`src/rtl/operand_normalizer.sv`:
```
// Two-stage operand normalizer: S1 captures unpacked operands, S2 left-justifies each
// fraction by its leading-zero count and forms the unbiased signed exponent.
module operand_normalizer #(
  parameter int EW  = 11,
  parameter int FW  = 53,
  parameter int LZW = 6,
  parameter int OEW = 13
) (
  input  logic           clk,
  input  logic           rst_n,
  input  logic           flush,
  input  logic           in_valid,
  output logic           in_ready,
  input  logic           db,
  input  logic           sa,
  input  logic           sb,
  input  logic [EW-1:0]  ea,
  input  logic [EW-1:0]  eb,
  input  logic [LZW-1:0] lza,
  input  logic [LZW-1:0] lzb,
  input  logic [FW-1:0]  fa,
  input  logic [FW-1:0]  fb,
  input  logic [3:0]     fla,
  input  logic [3:0]     flb,
  input  logic [FW-1:0]  nan,
  output logic           out_valid,
  input  logic           out_ready,
  output logic           out_db,
  output logic           out_sa,
  output logic           out_sb,
  output logic [OEW-1:0] out_ea,
  output logic [OEW-1:0] out_eb,
  output logic [FW-1:0]  out_fa,
  output logic [FW-1:0]  out_fb,
  output logic [3:0]     out_fla,
  output logic [3:0]     out_flb,
  output logic [FW-1:0]  out_nan,
  output logic           out_inv
);

  typedef struct packed {
    logic           s;
    logic [EW-1:0]  e;
    logic [LZW-1:0] lz;
    logic [FW-1:0]  f;
    logic [3:0]     fl;
  } opnd_t;

  typedef struct packed {
    logic           s;
    logic [OEW-1:0] e;
    logic [FW-1:0]  f;
    logic [3:0]     fl;
  } norm_t;

  // Flags are {SNAN,NAN,INF,ZERO}; zero wins over inf/nan if both are ever set.
  function automatic norm_t normalize(input opnd_t op, input logic dbl);
    norm_t          r;
    logic [OEW-1:0] bias;
    bias = dbl ? OEW'(1023) : OEW'(127);
    r.s  = op.s;
    r.fl = op.fl;
    r.f  = op.f << op.lz;
    r.e  = OEW'(op.e) - OEW'(op.lz) - bias;
    if (op.fl[0]) begin
      r.f = '0;
      r.e = '0;
    end else if (op.fl[2] || op.fl[1]) begin
      r.f = op.f;
      r.e = '1;
    end
    return r;
  endfunction

  logic          s1_valid_q, s1_valid_d;
  logic          s1_db_q, s1_db_d;
  opnd_t         s1_a_q, s1_a_d;
  opnd_t         s1_b_q, s1_b_d;
  logic [FW-1:0] s1_nan_q, s1_nan_d;

  logic          s2_valid_q, s2_valid_d;
  logic          s2_db_q, s2_db_d;
  norm_t         s2_a_q, s2_a_d;
  norm_t         s2_b_q, s2_b_d;
  logic [FW-1:0] s2_nan_q, s2_nan_d;
  logic          s2_inv_q, s2_inv_d;

  logic          s2_adv;
  logic          accept;

  // in_ready depends only on state and out_ready, never on in_valid.
  assign s2_adv   = s1_valid_q && (!s2_valid_q || out_ready);
  assign in_ready = !s1_valid_q || s2_adv;
  assign accept   = in_valid && in_ready;

  always_comb begin
    s1_valid_d = s1_valid_q;
    s1_db_d    = s1_db_q;
    s1_a_d     = s1_a_q;
    s1_b_d     = s1_b_q;
    s1_nan_d   = s1_nan_q;
    s2_valid_d = s2_valid_q;
    s2_db_d    = s2_db_q;
    s2_a_d     = s2_a_q;
    s2_b_d     = s2_b_q;
    s2_nan_d   = s2_nan_q;
    s2_inv_d   = s2_inv_q;

    if (accept) begin
      s1_valid_d = 1'b1;
      s1_db_d    = db;
      s1_a_d     = '{s: sa, e: ea, lz: lza, f: fa, fl: fla};
      s1_b_d     = '{s: sb, e: eb, lz: lzb, f: fb, fl: flb};
      s1_nan_d   = nan;
    end else if (s2_adv) begin
      s1_valid_d = 1'b0;
    end

    if (s2_adv) begin
      s2_valid_d = 1'b1;
      s2_db_d    = s1_db_q;
      s2_a_d     = normalize(s1_a_q, s1_db_q);
      s2_b_d     = normalize(s1_b_q, s1_db_q);
      s2_nan_d   = s1_nan_q;
      s2_inv_d   = s1_a_q.fl[3] | s1_b_q.fl[3];
    end else if (out_ready) begin
      s2_valid_d = 1'b0;
    end

    // Flush drops everything in flight, even a load happening this cycle.
    if (flush) begin
      s1_valid_d = 1'b0;
      s2_valid_d = 1'b0;
    end
  end

  always_ff @(posedge clk or negedge rst_n) begin
    if (!rst_n) begin
      s1_valid_q <= 1'b0;
      s1_db_q    <= 1'b0;
      s1_a_q     <= '0;
      s1_b_q     <= '0;
      s1_nan_q   <= '0;
      s2_valid_q <= 1'b0;
      s2_db_q    <= 1'b0;
      s2_a_q     <= '0;
      s2_b_q     <= '0;
      s2_nan_q   <= '0;
      s2_inv_q   <= 1'b0;
    end else begin
      s1_valid_q <= s1_valid_d;
      s1_db_q    <= s1_db_d;
      s1_a_q     <= s1_a_d;
      s1_b_q     <= s1_b_d;
      s1_nan_q   <= s1_nan_d;
      s2_valid_q <= s2_valid_d;
      s2_db_q    <= s2_db_d;
      s2_a_q     <= s2_a_d;
      s2_b_q     <= s2_b_d;
      s2_nan_q   <= s2_nan_d;
      s2_inv_q   <= s2_inv_d;
    end
  end

  assign out_valid = s2_valid_q;
  assign out_db    = s2_db_q;
  assign out_sa    = s2_a_q.s;
  assign out_sb    = s2_b_q.s;
  assign out_ea    = s2_a_q.e;
  assign out_eb    = s2_b_q.e;
  assign out_fa    = s2_a_q.f;
  assign out_fb    = s2_b_q.f;
  assign out_fla   = s2_a_q.fl;
  assign out_flb   = s2_b_q.fl;
  assign out_nan   = s2_nan_q;
  assign out_inv   = s2_inv_q;

endmodule

```
`config.mk`:
```
export PLATFORM = sky130hd
export DESIGN_NAME = operand_normalizer
export DESIGN_NICKNAME = d
export VERILOG_FILES = /design/src/rtl/operand_normalizer.sv
export SDC_FILE = /design/constraint.sdc
export NUM_CORES = 1
export LEC_CHECK = 0
export BUFFER_PORTS_ARGS = -buffer_cell sky130_fd_sc_hd__buf_2
export CAP_MARGIN = 20
export CORE_MARGIN = 2
export CORE_UTILIZATION = 55
export DETAILED_ROUTE_END_ITERATION = 8
export PLACE_DENSITY = 0.9
export SLEW_MARGIN = 25
export SYNTH_ARGS = -nofsm -noshare
export SYNTH_HDL_FRONTEND = slang
export SYNTH_SLANG_ARGS = --single-unit
export TNS_END_PERCENT = 1
```
`constraint.sdc`:
```
create_clock -name clk -period 5.4 [get_ports clk]
set_clock_uncertainty 0.2 [all_clocks]
set_input_delay 0.81 -clock clk [delete_from_list [all_inputs] [get_ports clk]]
set_output_delay 0.81 -clock clk [all_outputs]
set_load 0.005 [all_outputs]
```
# ---- Yosys cells after proc, flatten, opt, wreduce, memory -nomap -nowiden
# Cells that the tools add are included.
dict set report word_totals {
  register_bits 403
  wordCells 53
}
dict set report op_classes {
  add_sub_neg 4
  shift 2
  mux 11
  n_bitwise 1
  reduce_logical 10
}
# cell count
set op_table {}
lappend op_table {{66-bit two-way mux} 4}
lappend op_table {{53-bit by 6-bit << shifter with 53-bit output} 2}
lappend op_table {{11-bit by 6-bit subtractor with 12-bit output} 2}
lappend op_table {{12-bit by 11-bit subtractor with 13-bit output} 1}
lappend op_table {{13-bit subtractor} 1}
lappend op_table {{10-bit two-way mux} 1}
lappend op_table {{1-bit two-way mux} 6}
lappend op_table {{3-bit nonzero test} 2}
lappend op_table {{1-bit logical OR} 4}
lappend op_table {{1-bit logical AND} 2}
lappend op_table {{1-bit logical NOT} 2}
lappend op_table {{1-bit OR} 1}

# ---- Depth between registers and ports, before layout
# Gate-level depths: netlist of run 1.
dict set report logic_depth {
  depth_word 7
  mapped_depth 18
  ltp_nobuf 16
}

# ---- Least setup slack after synthesis of run 1
# OpenSTA, ideal clock, no wires.
dict set report synth_path {
  path_type {register to register}
  startpoint {reg s1_a_q[58] (netlist name)}
  endpoint {reg s2_a_q, in the netlist out_ea[11]}
  t_arrival_ps 4218
  required_ps 5074
  setup_slack_ps 856
  path_stages_with_launch 19
  path_buffers 3
  cell_sequence {dfrtp_1 > clkinv_1 > buf_2 > buf_1 > clkbuf_1 > ha_1 > nor2b_1 > o311a_1 > o31ai_2 > nor3b_1 > nand2_1 > xnor2_1 > ha_1 > a21oi_1 > inv_1 > nor3_1 > o31ai_2 > xnor2_1 > a221o_1}
}
dict set report synth_via {
  elab_chain_len 4
}
# item line
set synth_lines {}
lappend synth_lines {{start: declaration} 77} ;# opnd_t s1_a_q, s1_a_d;
lappend synth_lines {{start signal: assignment} 141} ;# s1_a_q <= '0;
lappend synth_lines {{start signal: assignment} 153} ;# s1_a_q <= s1_a_d;
lappend synth_lines {{11-bit by 6-bit subtractor with 12-bit output} 64} ;# r.e = OEW'(op.e) - OEW'(op.lz) - bias;
lappend synth_lines {{13-bit subtractor} 64}
lappend synth_lines {{66-bit two-way mux} 68} ;# end else if (op.fl[2] || op.fl[1]) begin
lappend synth_lines {{66-bit two-way mux} 65} ;# if (op.fl[0]) begin
lappend synth_lines {{end signal: assignment} 146} ;# s2_a_q <= '0;
lappend synth_lines {{end signal: assignment} 158} ;# s2_a_q <= s2_a_d;
lappend synth_lines {{end: declaration} 83} ;# norm_t s2_a_q, s2_a_d;
# Every way passes these cells.
# A chain may end at the register's enable or synchronous reset.

# ---- Final worst setup path of run 1
dict set report layout_path {
  startpoint {reg s1_a_q[57] (netlist name)}
  endpoint {reg s2_a_q, in the netlist out_ea[11]}
}
# Same word-level chain as after synthesis.

==> results of run 1 <==
==> flip-flops by register name (all words and copies together), names as in the netlist <==
signal and flops:
out_db 1, out_ea 13, out_sb 1, s1_valid_q 1, out_inv 1, out_flb 4
out_fa 53, s1_db_q 1, s1_a_q 75, out_nan 53, s1_b_q 75, out_valid 1
s1_nan_q 53, out_sa 1, out_eb 13, out_fla 4, out_fb 53
==> cells in the mapped netlist (10+ instances only) <==
cell type  instances
clkbuf_1         107
xnor2_1           16
o211ai_1          11
a222oi_1          11
nor2_1           119
mux2i_1           87
a211oi_1          12
o21ai_0          137
a221oi_1          23
nand3_1           34
o221ai_1          12
nand2_1          471
a22oi_1           66
xor2_1            15
a31oi_1           17
mux4_2            84
buf_4             10
ha_1              20
mux2_2           245
a21oi_1          127
o22ai_1           11
buf_2             10
nor3_1            22
a21o_1            11
dfrtp_1          403
buf_1             35
inv_1             16
o31ai_1           10
==> cell type report <==
type	instances	area share (%)
clock buffer	55	4.32
tap	532	2.48
clock inverter	22	1.18
antenna	3	0.0279
multi-input combinational	1666	45.3
inverter	22	0.307
timing repair buffer	445	8.88
sequential	403	37.6
==> routing by layer <==
metal  global-route usage, %  up-vias  share of wire (%)
met5                       0        -              0.063
met4                    15.6        8                4.9
met3                    8.98      294                 12
met2                    57.2     1479                 45
met1                    50.6    10200                 39
li1                        -     8829                  -
==> power groups by stage <==
stage	Combinational [uW]	Sequential [uW]	Clock, uW
after floorplan	1880	3770	0
after global placement	2880	3890	0
after detailed placement	2930	3910	0
after CTS	2960	3870	3170
after global routing	3260	3930	3280
final	3020	3900	3130
==> worst paths after layout <==
check                             start           end  slack, ns  cells after the start
max                          s1_a_q[57]    out_ea[11]       1.30                     15
min                               rst_n  s1_nan_q[34]       0.05                      1
max reg2reg                  s1_a_q[57]    out_ea[11]       1.30                     15
min reg2reg                s1_nan_q[43]   out_nan[43]       0.26                      2
max in group asynchronous         rst_n    out_fb[51]       3.74                      2
min in group clk                  flush     out_valid       0.22                      2
==> kinds of logic (layout without fill, tap and decap cells) <==
group / count (synthesis) / count (layout) / share of synthesized area (%)
AND/OR/NAND/NOR: 702 / 702 / 12.5
AO/OA/AOI/OAI: 495 / 495 / 13.8
multiplexers: 416 / 416 / 24.0
flip-flops: 403 / 403 / 43.9
buffers and inverters: 187 / 544 / 3.39
XOR/XNOR: 31 / 31 / 1.18
adder cells (fa/ha/maj): 22 / 22 / 1.26
other: 0 / 3 / 0
==> metrics by stage <==
| step | util, % | hold slack [ns] | total power, uW | setup slack [ns] |
|---|---|---|---|---|
| 2_1_floorplan | - | 0.233 | 5650 | 0.856 |
| 3_3_place_gp | 61.9 | 0.241 | 6770 | 1.37 |
| 3_5_place_dp | 61.9 | 0.252 | 6840 | 1.33 |
| 4_1_cts | 65.5 | 0.0856 | 10000 | 1.30 |
| 5_1_grt | 65.5 | 0.131 | 10500 | 1.09 |
| 6_report | 65.5 | 0.0486 | 10000 | 1.30 |
==> summary.md, run 1 <==
| Metric | Value |
|---|---|
| Internal Power | `6550 uW` |
| Max VDD drop | `0.325 mV` |
| Row count | `74` |
| Setup_tns | `0 ns` |
| Syn-to-layout area delta | `16.9%` |
| Post-CTS setup buffer count | `0` |
| Grt total ovfl | `0` |
| Flop pwr share | `just under 40%` |
| Critical Path Sink Type | `flop` |
| Max Clk Rate | `about 240 MHz` |
| Sequential fraction of the synthesis area | `between 40% and 50%` |
| Synth warn | `0` |
| Sw frac | `about a third` |
| Tcrit/Tclk final | `around 76%` |
| Most frequent cells in the layout | `nand2_1 (470), buf_2 (406), dfrtp_1 (399)` |
| Clock root buffer | `clkbuf_16` |
| Fraction of layout cells with a size suffix above 1 | `roughly 34%` |
| Crit-path slowest cell | `dfrtp_4` |
| Netlist cell types | `74` |
| Crit path time final | `slightly above 4 ns` |
| Number of global-route vias before repair | `~21000` |
| Die area | `approximately 0.043 sq mm` |
| Multi-input gate area | `0.0122 sq mm` |
| 1st-iter DRT viols | `between 2000 and 3000` |
| Netlist Area Pre-Place | `0.0230 sq mm` |
| Reg clk slew, reported paths | `~0.070 ns` |
| Aggregate routed wire length | `81100 microns` |
| Hold crit path type | `in -> async` |
| Worst-Margin Slew | `approximately 1.1 ns` |
| Final hold violation count | `0` |
| Static leakage | `roughly 0.012 uW` |
| Avg Cell Area, Syn | `around 10 sq um` |
| Register area | `0.0101 sq mm` |
| Initial core utilization | `between 50% and 60%` |
| Worst-Skew Late Latency | `0.59 ns` |
| Final ANT Viol Nets | `0` |
| Die width | `about 210 microns` |
| IO buf count | `approximately 410` |
| Setup CP Type | `reg -> reg` |
| DPL Wire Length | `between 50000 and 60000 microns` |
| Delay-heaviest family, CP | `adder cells` |
| Critical path cell sequence | `ha_1 -> inv_1 -> fa_1 -> a21o_1 -> and4_4 -> nor3_1 -> xor2_1 -> ha_1 -> a21o_1 -> a21oi_1 -> inv_1 -> nor3_1 -> o31ai_2 -> xnor2_1 -> a221o_1` |
| IO Pins | `roughly 400` |
| Vias per inst | `around 6.6` |
| Startpoint Class | `flop` |
| Core area | `0.0410 sq mm` |
| Sw Pwr | `between 3000 and 4000 uW` |
| Pin count of the biggest net entering global routing | `~140` |
| Post-route DRC | `0` |
| CTS Buf Count | `42` |
| # fillers | `approximately 3100` |
| Total of max-cap violations | `0` |
| Arrival time worst endpoint | `around 4.4 ns` |
| Total GRT Usage | `37.1%` |
| Gpl congestion | `a little under 1` |
| H-tree levels | `2` |
| Die H | `208 microns` |
| Top cell type by total area after synthesis | `dfrtp_1` |
| Post-synth EDFFs | `0` |
| WP data required | `approximately 5.7 ns` |
| Synth top area cells | `dfrtp_1 (44%), mux2_2 (12%), mux4_2 (8.2%)` |
| CTS Sinks | `403` |
| Post-CTS sizing | `0` |
| CTS tree | `built` |
| Post-Syn Nets | `roughly 2500` |
| Avg WL per Cell | `approximately 26 microns` |
| Pins Over Slew Limit | `0` |
| Synth Register Bits | `403` |
| Placed cell area | `around 0.025 sq mm` |
| RSZ-0062 raised after global routing | `no` |
| Outcome | `finished clean` |
| Most used DFF post-synth | `dfrtp_1` |
| Crit path buffers/inverters | `2` |
| Comb pwr share | `a little under a third` |
| Via count | `~21000` |
| Placed Instances | `3068` |
| Final instance area | `approximately 0.027 sq mm` |
| Clk pwr share | `31.1%` |
| Hold Buf Count CTS | `0` |
| CTS Buffer Depth | `3` |
| Initial antenna violation count | `7` |
| Post-layout nets | `about 2800` |
| Asr flop ratio synth | `between 90% and 100%` |
| Crit-path max FO | `24` |
| Pre-antenna DRT Iters | `8` |
| First-pass GRT wire length | `between 100000 and 150000 microns` |
| Post-synthesis cell count | `2256` |
| Commonest non-fill, non-tap cell in the layout | `nand2_1` |
| Final std cells w/o fill | `around 3100` |
| P per Cell Area | `about 370 mW/mm^2` |
| Final setup viols | `0` |
| Max-Slew Margin vs Limit | `between 20% and 30%` |
| Share of the synthesized area in the top cell type | `a little over two fifths` |
| Crit-path max cell delay | `between 0.6 and 0.7 ns` |
Power figures use the tool's default switching activity.
==> inputs of run 2 (changes only) <==
Clock period 5.4 ns to 4.18 ns, I/O delays scaled along.
==> summary.md, run 2 (same netlist as run 1, synthesis figures left out) <==
| Metric | Value |
|---|---|
| Sw Pwr | `4570 uW (+31%)` |
| Die width | `208 microns (unchanged)` |
| Flop pwr share | `38.5% (-0.3 points)` |
| DPL Wire Length | `58000 microns (+2.1%)` |
| Placed Instances | `3090 (+0.72%)` |
| Final std cells w/o fill | `3177 (+0.92%)` |
| Setup_tns | `0 ns (unchanged)` |
| Total of max-cap violations | `0 (unchanged)` |
| Final Util | `66.1% (+0.60 points)` |
| Critical Path Sink Type | `flop` |
| Vias per inst | `6.61 (about the same)` |
| Most frequent cells in the layout | `nand2_1 (470), buf_2 (406), dfrtp_1 (399)` |
| Crit-path max FO | `5 (-79%)` |
| Setup CP Type | `reg -> reg` |
| Clock root buffer | `clkbuf_16` |
| Number of global-route vias before repair | `21000 (+1.4%)` |
| Worst-Margin Slew | `0.944 ns (-0.186 ns)` |
| 1st-iter DRT viols | `2910 (+1.1%)` |
| Fraction of layout cells with a size suffix above 1 | `34.2% (+0.59 points)` |
| P per Cell Area | `483 mW/mm^2 (+29%)` |
| Row count | `74 (unchanged)` |
| IO buf count | `407 (unchanged)` |
| Crit path time final | `3.85 ns (-0.246 ns)` |
| Worst-Skew Late Latency | `0.60 ns (about the same)` |
| Total GRT Usage | `37.8% (+0.66 points)` |
| IO Pins | `408 (unchanged)` |
| Post-route DRC | `0 (unchanged)` |
| Hold crit path type | `in -> reg` |
| Post-CTS setup buffer count | `0 (unchanged)` |
| Die area | `0.0435 sq mm (unchanged)` |
| WP data required | `4.45 ns (-1.20 ns)` |
| Pins Over Slew Limit | `0 (unchanged)` |
| Power Total | `13100 uW (+30%)` |
| Initial antenna violation count | `5 (-2)` |
| Max Clk Rate | `260 MHz (+6.4%)` |
| Via count | `21000 (+0.97%)` |
| # fillers | `3131 (+0.58%)` |
| Commonest non-fill, non-tap cell in the layout | `nand2_1` |
| Comb pwr share | `30.3% (+0.2 points)` |
| Biggest regs | `s1_a_q: 75 flops, s1_b_q: 75 flops` |
| Gpl congestion | `0.998 (+1.5%)` |
| Multi-input gate area | `0.0122 sq mm (about the same)` |
| Final ANT Viol Nets | `0 (unchanged)` |
| Post-layout nets | `2837 (+0.92%)` |
| Placement-stage worst setup slack | `0.351 ns (-0.976 ns)` |
| Tcrit/Tclk final | `92.1% (+16 points)` |
| Final setup viols | `0 (unchanged)` |
| Final WS setup | `0.328 ns (-0.974 ns)` |
| Avg WL per Cell | `26.1 microns (+1.4%)` |
| Sw frac | `34.9% (+0.12 points)` |
| Outcome | `finished clean` |
| Initial core utilization | `56.1% (unchanged)` |
| Pre-antenna DRT Iters | `8 (unchanged)` |
| Aggregate routed wire length | `83000 microns (+2.4%)` |
| Core area | `0.0410 sq mm (unchanged)` |
| Syn-to-layout area delta | `18.0%` |
| Grt total ovfl | `0 (unchanged)` |
| Die H | `208 microns (unchanged)` |
| Arrival time worst endpoint | `4.12 ns (-0.23 ns)` |
| Pin count of the biggest net entering global routing | `124 (-8.1%)` |
| Register area | `0.0101 sq mm (unchanged)` |
| Max VDD drop | `0.408 mV (+26%)` |
| Internal Power | `8510 uW (+30%)` |
| Final hold violation count | `0 (unchanged)` |
| CTS Sinks | `403 (unchanged)` |
| CTS tree | `built` |
| Max-Slew Margin vs Limit | `37.0% (+13 points)` |
| Reg clk slew, reported paths | `0.06 ns (about the same)` |
| H-tree levels | `2 (unchanged)` |
| Clk pwr share | `31.2% (about the same)` |
| CTS Buffer Depth | `3 (unchanged)` |
| Static leakage | `0.0126 uW (+1.1%)` |
| CTS Buf Count | `44 (+4.8%)` |
| RSZ-0062 raised after global routing | `no` |
| First-pass GRT wire length | `127000 microns (+1.5%)` |
| Startpoint Class | `flop` |
[run 2: critical path, cell delays in order, from the launching register on]
cell and delay [ns]:
dfrtp_2 0.37, clkinv_1 0.12, ha_1 0.30, nor2b_1 0.14, o311a_1 0.31, o31ai_2 0.25, nor3b_2 0.30, nand2_1 0.10
xnor2_1 0.14, ha_1 0.35, a21oi_1 0.18, inv_1 0.08, nor3_1 0.31, o31ai_2 0.13, xnor2_1 0.14, a221o_1 0.32
[run 2: per-stage QoR]
step | hold slack, ns | instance area [sq um]
3_3_place_gp | 0.242 | 25600
6_report | 0.0534 | 27100
2_1_floorplan | 0.131 | 23000
5_1_grt | 0.0426 | 27100
3_5_place_dp | 0.254 | 25600
4_1_cts | 0.0145 | 27100
[run 2: repair_timing]
item | CTS | global route
hold endpoints to repair | 0 | 40
resized for setup | 0 | 0
hold buffers | 0 | 1
[run 2: worst paths after layout]
kind                              startpoint  cells after the start  slack (ns)           end
worst max-delay path              s1_a_q[58]                     15        0.33    out_ea[11]
worst min-delay path                   flush                      2        0.05    s1_valid_q
worst max register to register    s1_a_q[58]                     15        0.33    out_ea[11]
worst min register to register  s1_nan_q[10]                      2        0.27   out_nan[10]
max in group asynchronous              rst_n                      4        2.30   out_nan[17]
min in group asynchronous              rst_n                      2        0.35  s1_nan_q[47]
[run 2: area by class of cell]
| cell class | instances | area share (%) |
|---|---|---|
| sequential | 403 | 37.2 |
| clock buffer | 63 | 4.69 |
| inverter | 22 | 0.304 |
| timing repair buffer | 469 | 9.62 |
| tap | 532 | 2.45 |
| multi-input combinational | 1666 | 44.8 |
| antenna | 4 | 0.0369 |
| clock inverter | 18 | 0.853 |
[run 2: power groups by stage]
stage | combinational, uW | clock, uW | sequential, uW
finish | 3970 | 4080 | 5040
global route | 4260 | 4260 | 5080
CTS | 3860 | 4110 | 5000
detailed placement | 3830 | 0 | 5050
global placement | 3750 | 0 | 5020
floorplan | 2430 | 0 | 4870
[run 2: metal layers]
metal	GRT usage, %	routed length [microns]
met1	49.5	31000
met5	0	8
met3	12.0	10700
met4	17.8	4260
met2	57.3	37000
